$ cat src/rtl/seq_alu.sv
// -----------------------------------------------------------------------------
// seq_alu - multi-cycle ALU for the EX stage
//
// Single-cycle ops (NOP/ADD/SUB/AND/OR/SLT) take one EXEC cycle. MULU
// (shift-add) and DIVU (restoring) iterate one bit per cycle for WIDTH
// cycles. The controller stalls while busy=1. Results are registered and
// hold their value until the next done pulse.
//
// Configuration macro: ALU_DIVIDER_EN
//   defined   : func 7 is DIVU (quotient on out, remainder on result_hi)
//   undefined : no divider logic; func 7 behaves as NOP on the EXEC path
//
// Parameters
//   WIDTH      operand/result width in bits (>= 4)
//
// Ports
//   clk        rising-edge clock
//   rst        asynchronous active-high reset
//   start      launch an operation; only looked at in IDLE
//   func       0 NOP,1 ADD,2 SUB,3 AND,4 OR,5 SLT,6 MULU,7 DIVU
//   inp1       operand A (dividend / multiplicand)
//   inp2       operand B (divisor / multiplier)
//   out        result low word / quotient
//   result_hi  MULU high word / DIVU remainder, 0 for other ops
//   zero       out == 0, updated together with out
//   busy       operation in flight
//   done       one-cycle pulse when out/result_hi/zero are updated
// -----------------------------------------------------------------------------
module seq_alu #(
  parameter int WIDTH = 32
) (
  input  logic             clk,
  input  logic             rst,
  input  logic             start,
  input  logic [2:0]       func,
  input  logic [WIDTH-1:0] inp1,
  input  logic [WIDTH-1:0] inp2,
  output logic [WIDTH-1:0] out,
  output logic [WIDTH-1:0] result_hi,
  output logic             zero,
  output logic             busy,
  output logic             done
);

  localparam int CW = $clog2(WIDTH);

  localparam logic [2:0] F_ADD  = 3'd1;
  localparam logic [2:0] F_SUB  = 3'd2;
  localparam logic [2:0] F_AND  = 3'd3;
  localparam logic [2:0] F_OR   = 3'd4;
  localparam logic [2:0] F_SLT  = 3'd5;
  localparam logic [2:0] F_MULU = 3'd6;
`ifdef ALU_DIVIDER_EN
  localparam logic [2:0] F_DIVU = 3'd7;
`endif

  typedef enum logic [1:0] {
    S_IDLE,
    S_EXEC,
    S_MUL
`ifdef ALU_DIVIDER_EN
    , S_DIV
`endif
  } state_t;

  state_t           state_reg, state_next;
  logic [2:0]       func_reg, func_next;
  logic [WIDTH-1:0] a_reg, a_next;
  logic [WIDTH-1:0] b_reg, b_next;
  // Shared iteration registers: hi = partial product / partial remainder,
  // lo = multiplier shifting out / dividend shifting out, quotient shifting in.
  logic [WIDTH-1:0] hi_reg, hi_next;
  logic [WIDTH-1:0] lo_reg, lo_next;
  logic [CW-1:0]    cnt_reg, cnt_next;
  logic [WIDTH-1:0] out_reg, out_next;
  logic [WIDTH-1:0] rhi_reg, rhi_next;
  logic             zero_reg, zero_next;
  logic             done_reg, done_next;

  // ---------------------------------------------------------------------------
  // Single-cycle result
  // ---------------------------------------------------------------------------
  logic [WIDTH-1:0] exec_res;

  always_comb begin
    exec_res = '0;
    case (func_reg)
      F_ADD:   exec_res = a_reg + b_reg;
      F_SUB:   exec_res = a_reg - b_reg;
      F_AND:   exec_res = a_reg & b_reg;
      F_OR:    exec_res = a_reg | b_reg;
      F_SLT:   exec_res = {WIDTH{a_reg < b_reg}};
      default: exec_res = '0;  // NOP, and func 7 when the divider is absent
    endcase
  end

  // ---------------------------------------------------------------------------
  // Multiply step: add multiplicand if the current multiplier bit is set,
  // then shift the {carry, hi, lo} chain right by one.
  // ---------------------------------------------------------------------------
  logic [WIDTH:0]   mul_sum;
  logic [WIDTH-1:0] mul_hi;
  logic [WIDTH-1:0] mul_lo;

  always_comb begin
    mul_sum = {1'b0, hi_reg} + (lo_reg[0] ? {1'b0, a_reg} : '0);
    mul_hi  = mul_sum[WIDTH:1];
    mul_lo  = {mul_sum[0], lo_reg[WIDTH-1:1]};
  end

`ifdef ALU_DIVIDER_EN
  // ---------------------------------------------------------------------------
  // Restoring divide step: shift next dividend bit into the remainder, keep
  // the subtraction only when it does not go negative. With a zero divisor
  // every step subtracts nothing, which yields quotient all-ones and
  // remainder = dividend without any special casing.
  // ---------------------------------------------------------------------------
  logic [WIDTH:0]   div_shift;
  logic             div_ge;
  logic [WIDTH:0]   div_diff;
  logic [WIDTH-1:0] div_hi;
  logic [WIDTH-1:0] div_lo;

  always_comb begin
    div_shift = {hi_reg, lo_reg[WIDTH-1]};
    div_ge    = (div_shift >= {1'b0, b_reg});
    div_diff  = div_shift - {1'b0, b_reg};
    div_hi    = div_ge ? div_diff[WIDTH-1:0] : div_shift[WIDTH-1:0];
    div_lo    = {lo_reg[WIDTH-2:0], div_ge};
  end
`endif

  // ---------------------------------------------------------------------------
  // Next-state / datapath control
  // ---------------------------------------------------------------------------
  always_comb begin
    state_next = state_reg;
    func_next  = func_reg;
    a_next     = a_reg;
    b_next     = b_reg;
    hi_next    = hi_reg;
    lo_next    = lo_reg;
    cnt_next   = cnt_reg;
    out_next   = out_reg;
    rhi_next   = rhi_reg;
    zero_next  = zero_reg;
    done_next  = 1'b0;

    case (state_reg)
      S_IDLE: begin
        if (start) begin
          func_next = func;
          a_next    = inp1;
          b_next    = inp2;
          hi_next   = '0;
          lo_next   = (func == F_MULU) ? inp2 : inp1;
          cnt_next  = CW'(WIDTH - 1);
          case (func)
            F_MULU:  state_next = S_MUL;
`ifdef ALU_DIVIDER_EN
            F_DIVU:  state_next = S_DIV;
`endif
            default: state_next = S_EXEC;
          endcase
        end
      end

      S_EXEC: begin
        out_next   = exec_res;
        rhi_next   = '0;
        zero_next  = (exec_res == '0);
        done_next  = 1'b1;
        state_next = S_IDLE;
      end

      S_MUL: begin
        hi_next  = mul_hi;
        lo_next  = mul_lo;
        cnt_next = cnt_reg - CW'(1);
        if (cnt_reg == '0) begin
          out_next   = mul_lo;
          rhi_next   = mul_hi;
          zero_next  = (mul_lo == '0);
          done_next  = 1'b1;
          state_next = S_IDLE;
        end
      end

`ifdef ALU_DIVIDER_EN
      S_DIV: begin
        hi_next  = div_hi;
        lo_next  = div_lo;
        cnt_next = cnt_reg - CW'(1);
        if (cnt_reg == '0) begin
          out_next   = div_lo;
          rhi_next   = div_hi;
          zero_next  = (div_lo == '0);
          done_next  = 1'b1;
          state_next = S_IDLE;
        end
      end
`endif

      default: state_next = S_IDLE;
    endcase
  end

  always_ff @(posedge clk or posedge rst) begin
    if (rst) begin
      state_reg <= S_IDLE;
      func_reg  <= '0;
      a_reg     <= '0;
      b_reg     <= '0;
      hi_reg    <= '0;
      lo_reg    <= '0;
      cnt_reg   <= '0;
      out_reg   <= '0;
      rhi_reg   <= '0;
      zero_reg  <= 1'b1;
      done_reg  <= 1'b0;
    end else begin
      state_reg <= state_next;
      func_reg  <= func_next;
      a_reg     <= a_next;
      b_reg     <= b_next;
      hi_reg    <= hi_next;
      lo_reg    <= lo_next;
      cnt_reg   <= cnt_next;
      out_reg   <= out_next;
      rhi_reg   <= rhi_next;
      zero_reg  <= zero_next;
      done_reg  <= done_next;
    end
  end

  assign out       = out_reg;
  assign result_hi = rhi_reg;
  assign zero      = zero_reg;
  assign done      = done_reg;
  assign busy      = (state_reg != S_IDLE);

endmodule
$ cat config.mk
export PLATFORM = sky130hd
export DESIGN_NAME = seq_alu
export DESIGN_NICKNAME = d
export VERILOG_FILES = /design/src/rtl/seq_alu.sv
export SDC_FILE = /design/constraint.sdc
export NUM_CORES = 1
export LEC_CHECK = 0
export CORE_ASPECT_RATIO = 1.75
export CORE_MARGIN = 10
export CORE_UTILIZATION = 30
export CTS_CLUSTER_DIAMETER = 100
export DETAILED_ROUTE_END_ITERATION = 8
export MAX_ROUTING_LAYER = met4
export SLEW_MARGIN = 5
export SYNTH_ARGS = -nofsm -noshare
export SYNTH_HDL_FRONTEND = slang
export SYNTH_SLANG_ARGS = --single-unit
$ cat constraint.sdc
create_clock -name clk -period 9.9 [get_ports clk]
set_clock_uncertainty 0.15 [all_clocks]
set_input_delay 1.98 -clock clk [delete_from_list [all_inputs] [get_ports clk]]
set_output_delay 1.98 -clock clk [all_outputs]
set_load 0.05 [all_outputs]
==> qor.yml <==
rows: 111
synth_top_area_share_pct: 32.03
min_period_over_period_pct: 50.52
yosysSeqAreaShare_pct: 32.20
synth.largest_area_cell: "dfrtp_1"
ys_types: 93
fmax_ghz: 0.1999
synth_compound_area_share_pct: 24.60
syn2layout_area_growth_pct: 16.84
most-common-layout-cells: "nand2_1, dfrtp_1, o21ai_0, ha_1, clkdlybuf4s50_1"
met2_usage_pct: 33.76
leakage_nw: 8.156
arrival_ns: 5.26
synthAdderAreaFrac_pct: 11.50
clock_path_buffers: 3
ff2ff_setup_slack_ns: 4.90
cp_cell_sequence: "and2_1 > ha_1 > fa_1 > a21o_1 > a21oi_1 > o21a_1 > o22ai_1 > o311a_1 > o31ai_1 > o21ai_0 > nor2_1 > nor3b_1 > nor3_1 > o21ai_0"
antenna_found_initial: 0
worst_pin_slew_ns: 1.279
antennaDiodeCount: 0
path_class: "reg2reg"
die_x_um: 193.8
dp_hpwl_mm: 46.89
io_buffers: 136
cts_root_buf: "clkbuf_16"
relSlewSlack_pct: 14.77
critPathMaxFanout: 33
crit_required_ns: 10.15
top_usage_layer: "met2"
holdBufCountCts: 0
drt_pass1_iterations: 6
maxCapViolCount: 0
start_util_pct: 30.29
synth_area_leaders: "dfrtp_1, ha_1, mux2_2"
cp_num_buf_inv: 0
coreArea_um2: 52360
holdCritStartpoint: "out[5]"
fin_util_pct: 35.39
ioPinCount: 137
synth_top_family_by_area: "compound AO/OA/AOI/OAI gates"
drv_slew: 0
drc: 0
clk_pin_slew_worst_paths_ns: 0.07
gr-usage-all-layers_pct: 19.15
worst_path_max_delay_cell: "dfrtp_1"
synthesis.nets: 2084
avgSynthCellArea_um2: 8.481
p_per_area_nw_per_um2: 321.2
nets: 2152
synthMuxAreaShare_pct: 6.730
cp_top_family: "compound AO/OA/AOI/OAI gates"
ys_ff_latch: 204
crit_top_cell: "o21ai_0"
peakVddDrop_v: 0.0001320
end_kind: "register"
grt.met3_usage_pct: 1.478
rr_endpoint: "hi_reg[29]"
place_congestion: 0.9646
grt_first_pass_wirelength_mm: 92.41
vias_per_cell: 5.606
rsz0062_at_grt: "no"
clk_latency_ns: 0.53
grt_pass1_vias: 14720
layout-drive-gt1-share_pct: 8.751
cts_resized: 0
yosys.area_share.simple_pct: 17.47
hold-path-endpoint: "out[5]"
r2r_start: "lo_reg[0]"
synth_cells: 1870
drt_iter0_drc: 1068
fp.dieH_um: 324.2
final_common_cell: "nand2_1"
cp-start-kind: "register"
r2r_cells: 14
setup_violations: 0
routed_wl_mm: 61.03
cts_buffers: 22
whs_path_depth: 1
tritoncts: "built"
slowest_delay_ns: 0.86
cts_setup_buffers: 0
fillers: 5348
status: "complete, no violations"
die_area_um2: 62820
hold_path.class: "reg2reg"
synth_edf_count: 0
min_period_ns: 5.002
grt_util_met1_pct: 21.84
antenna_left: 0
synth_flop_cell: "dfrtp_1"
syn-cell-area_um2: 15860
synth-xor-area-share_pct: 1.988
ys_warn_count: 0
ys_async_sr_fraction_pct: 100.0
vias: 14750
numClockSinks: 204
tns_ns: 0
overflow: 0
grt_max_degree: 130
htree_num_levels: 1
avgRoutedWirePerCell_um: 23.19
hold_viol: 0
[synthesized netlist by cell type (7+ instances only)]
library cell,number
a211oi_1,40
a21o_1,41
a21oi_1,114
a221o_1,9
a221oi_1,8
a22o_1,16
a31oi_1,20
and2_1,36
and3_1,13
buf_2,12
clkbuf_1,88
dfrtp_1,203
ha_1,141
inv_1,116
mux2_2,77
mux2i_1,20
nand2_1,213
nand2b_1,18
nand3_1,31
nand4_1,8
nor2_1,114
nor2b_1,28
nor3_1,34
nor4_1,27
o2111ai_1,8
o211ai_1,23
o21ai_0,167
o21bai_1,19
o221ai_1,7
o22ai_1,15
o31ai_1,34
or3_1,9
xnor2_1,28
xor2_1,8
[kinds of logic after synthesis]
group | Yosys count
AOI/OAI and AO/OA | 593
xor gates and xnor gates | 36
buffers and inverters | 226
DFF | 204
and+or+nand+nor | 570
adders and majority gates | 144
muxes | 97
[metal layers]
| layer | part of all wire (%) | vias to the layer above |
|---|---|---|
| met3 | 4.4 | 133 |
| met2 | 51 | 533 |
| met5 | 0 | - |
| met1 | 40 | 7221 |
| met4 | 4.6 | 0 |
| li1 | - | 6867 |
[area by class of cell]
| class | instances | area (µm²) | area share [%] |
|---|---|---|---|
| timing repair buffer | 150 | 1466 | 7.914 |
| tap | 678 | 848.3 | 4.578 |
| inverter | 120 | 457.9 | 2.471 |
| sequential | 204 | 5106 | 27.56 |
| clock inverter | 12 | 78.83 | 0.4254 |
| multi-input combinational | 1440 | 9937 | 53.63 |
| clock buffer | 28 | 634.4 | 3.424 |
[worst max-delay path by stage]
stage               depth (start not counted)         end  startpoint  slack [ns]
global placement                            6  hi_reg[22]       start        4.61
floorplan                                   1    a_reg[0]         rst        2.20
finish                                     14  hi_reg[29]   lo_reg[0]        4.90
detailed placement                          6  hi_reg[19]       start        4.54
global route                               14  hi_reg[29]   lo_reg[0]        4.47
CTS                                        14  hi_reg[29]   lo_reg[0]        4.84
[per-stage QoR]
stage / total power, W / setup slack [ns] / area [µm²] / hold slack (ns) / instances
6_report: 0.005952 / 4.898 / 18530 / 0.3313 / 2632
5_1_grt: 0.006329 / 4.472 / 18530 / 0.3497 / 2632
4_1_cts: 0.005919 / 4.841 / 18530 / 0.3375 / 2632
3_5_place_dp: 0.005063 / 4.537 / 17820 / 0.3183 / 2592
3_3_place_gp: 0.005044 / 4.609 / 17820 / 0.3133 / 2592
2_1_floorplan: 0.003819 / 2.204 / 15860 / 0.3063 / 1870
[power by group]
group / leakage [nW] / switching [W] / internal, W
combinational: 5.24 / 0.00247 / 0.00128
sequential: 2.57 / 0.000306 / 0.00106
clock: 0.355 / 0.000373 / 0.000457
Power figures use the tool's default switching activity.
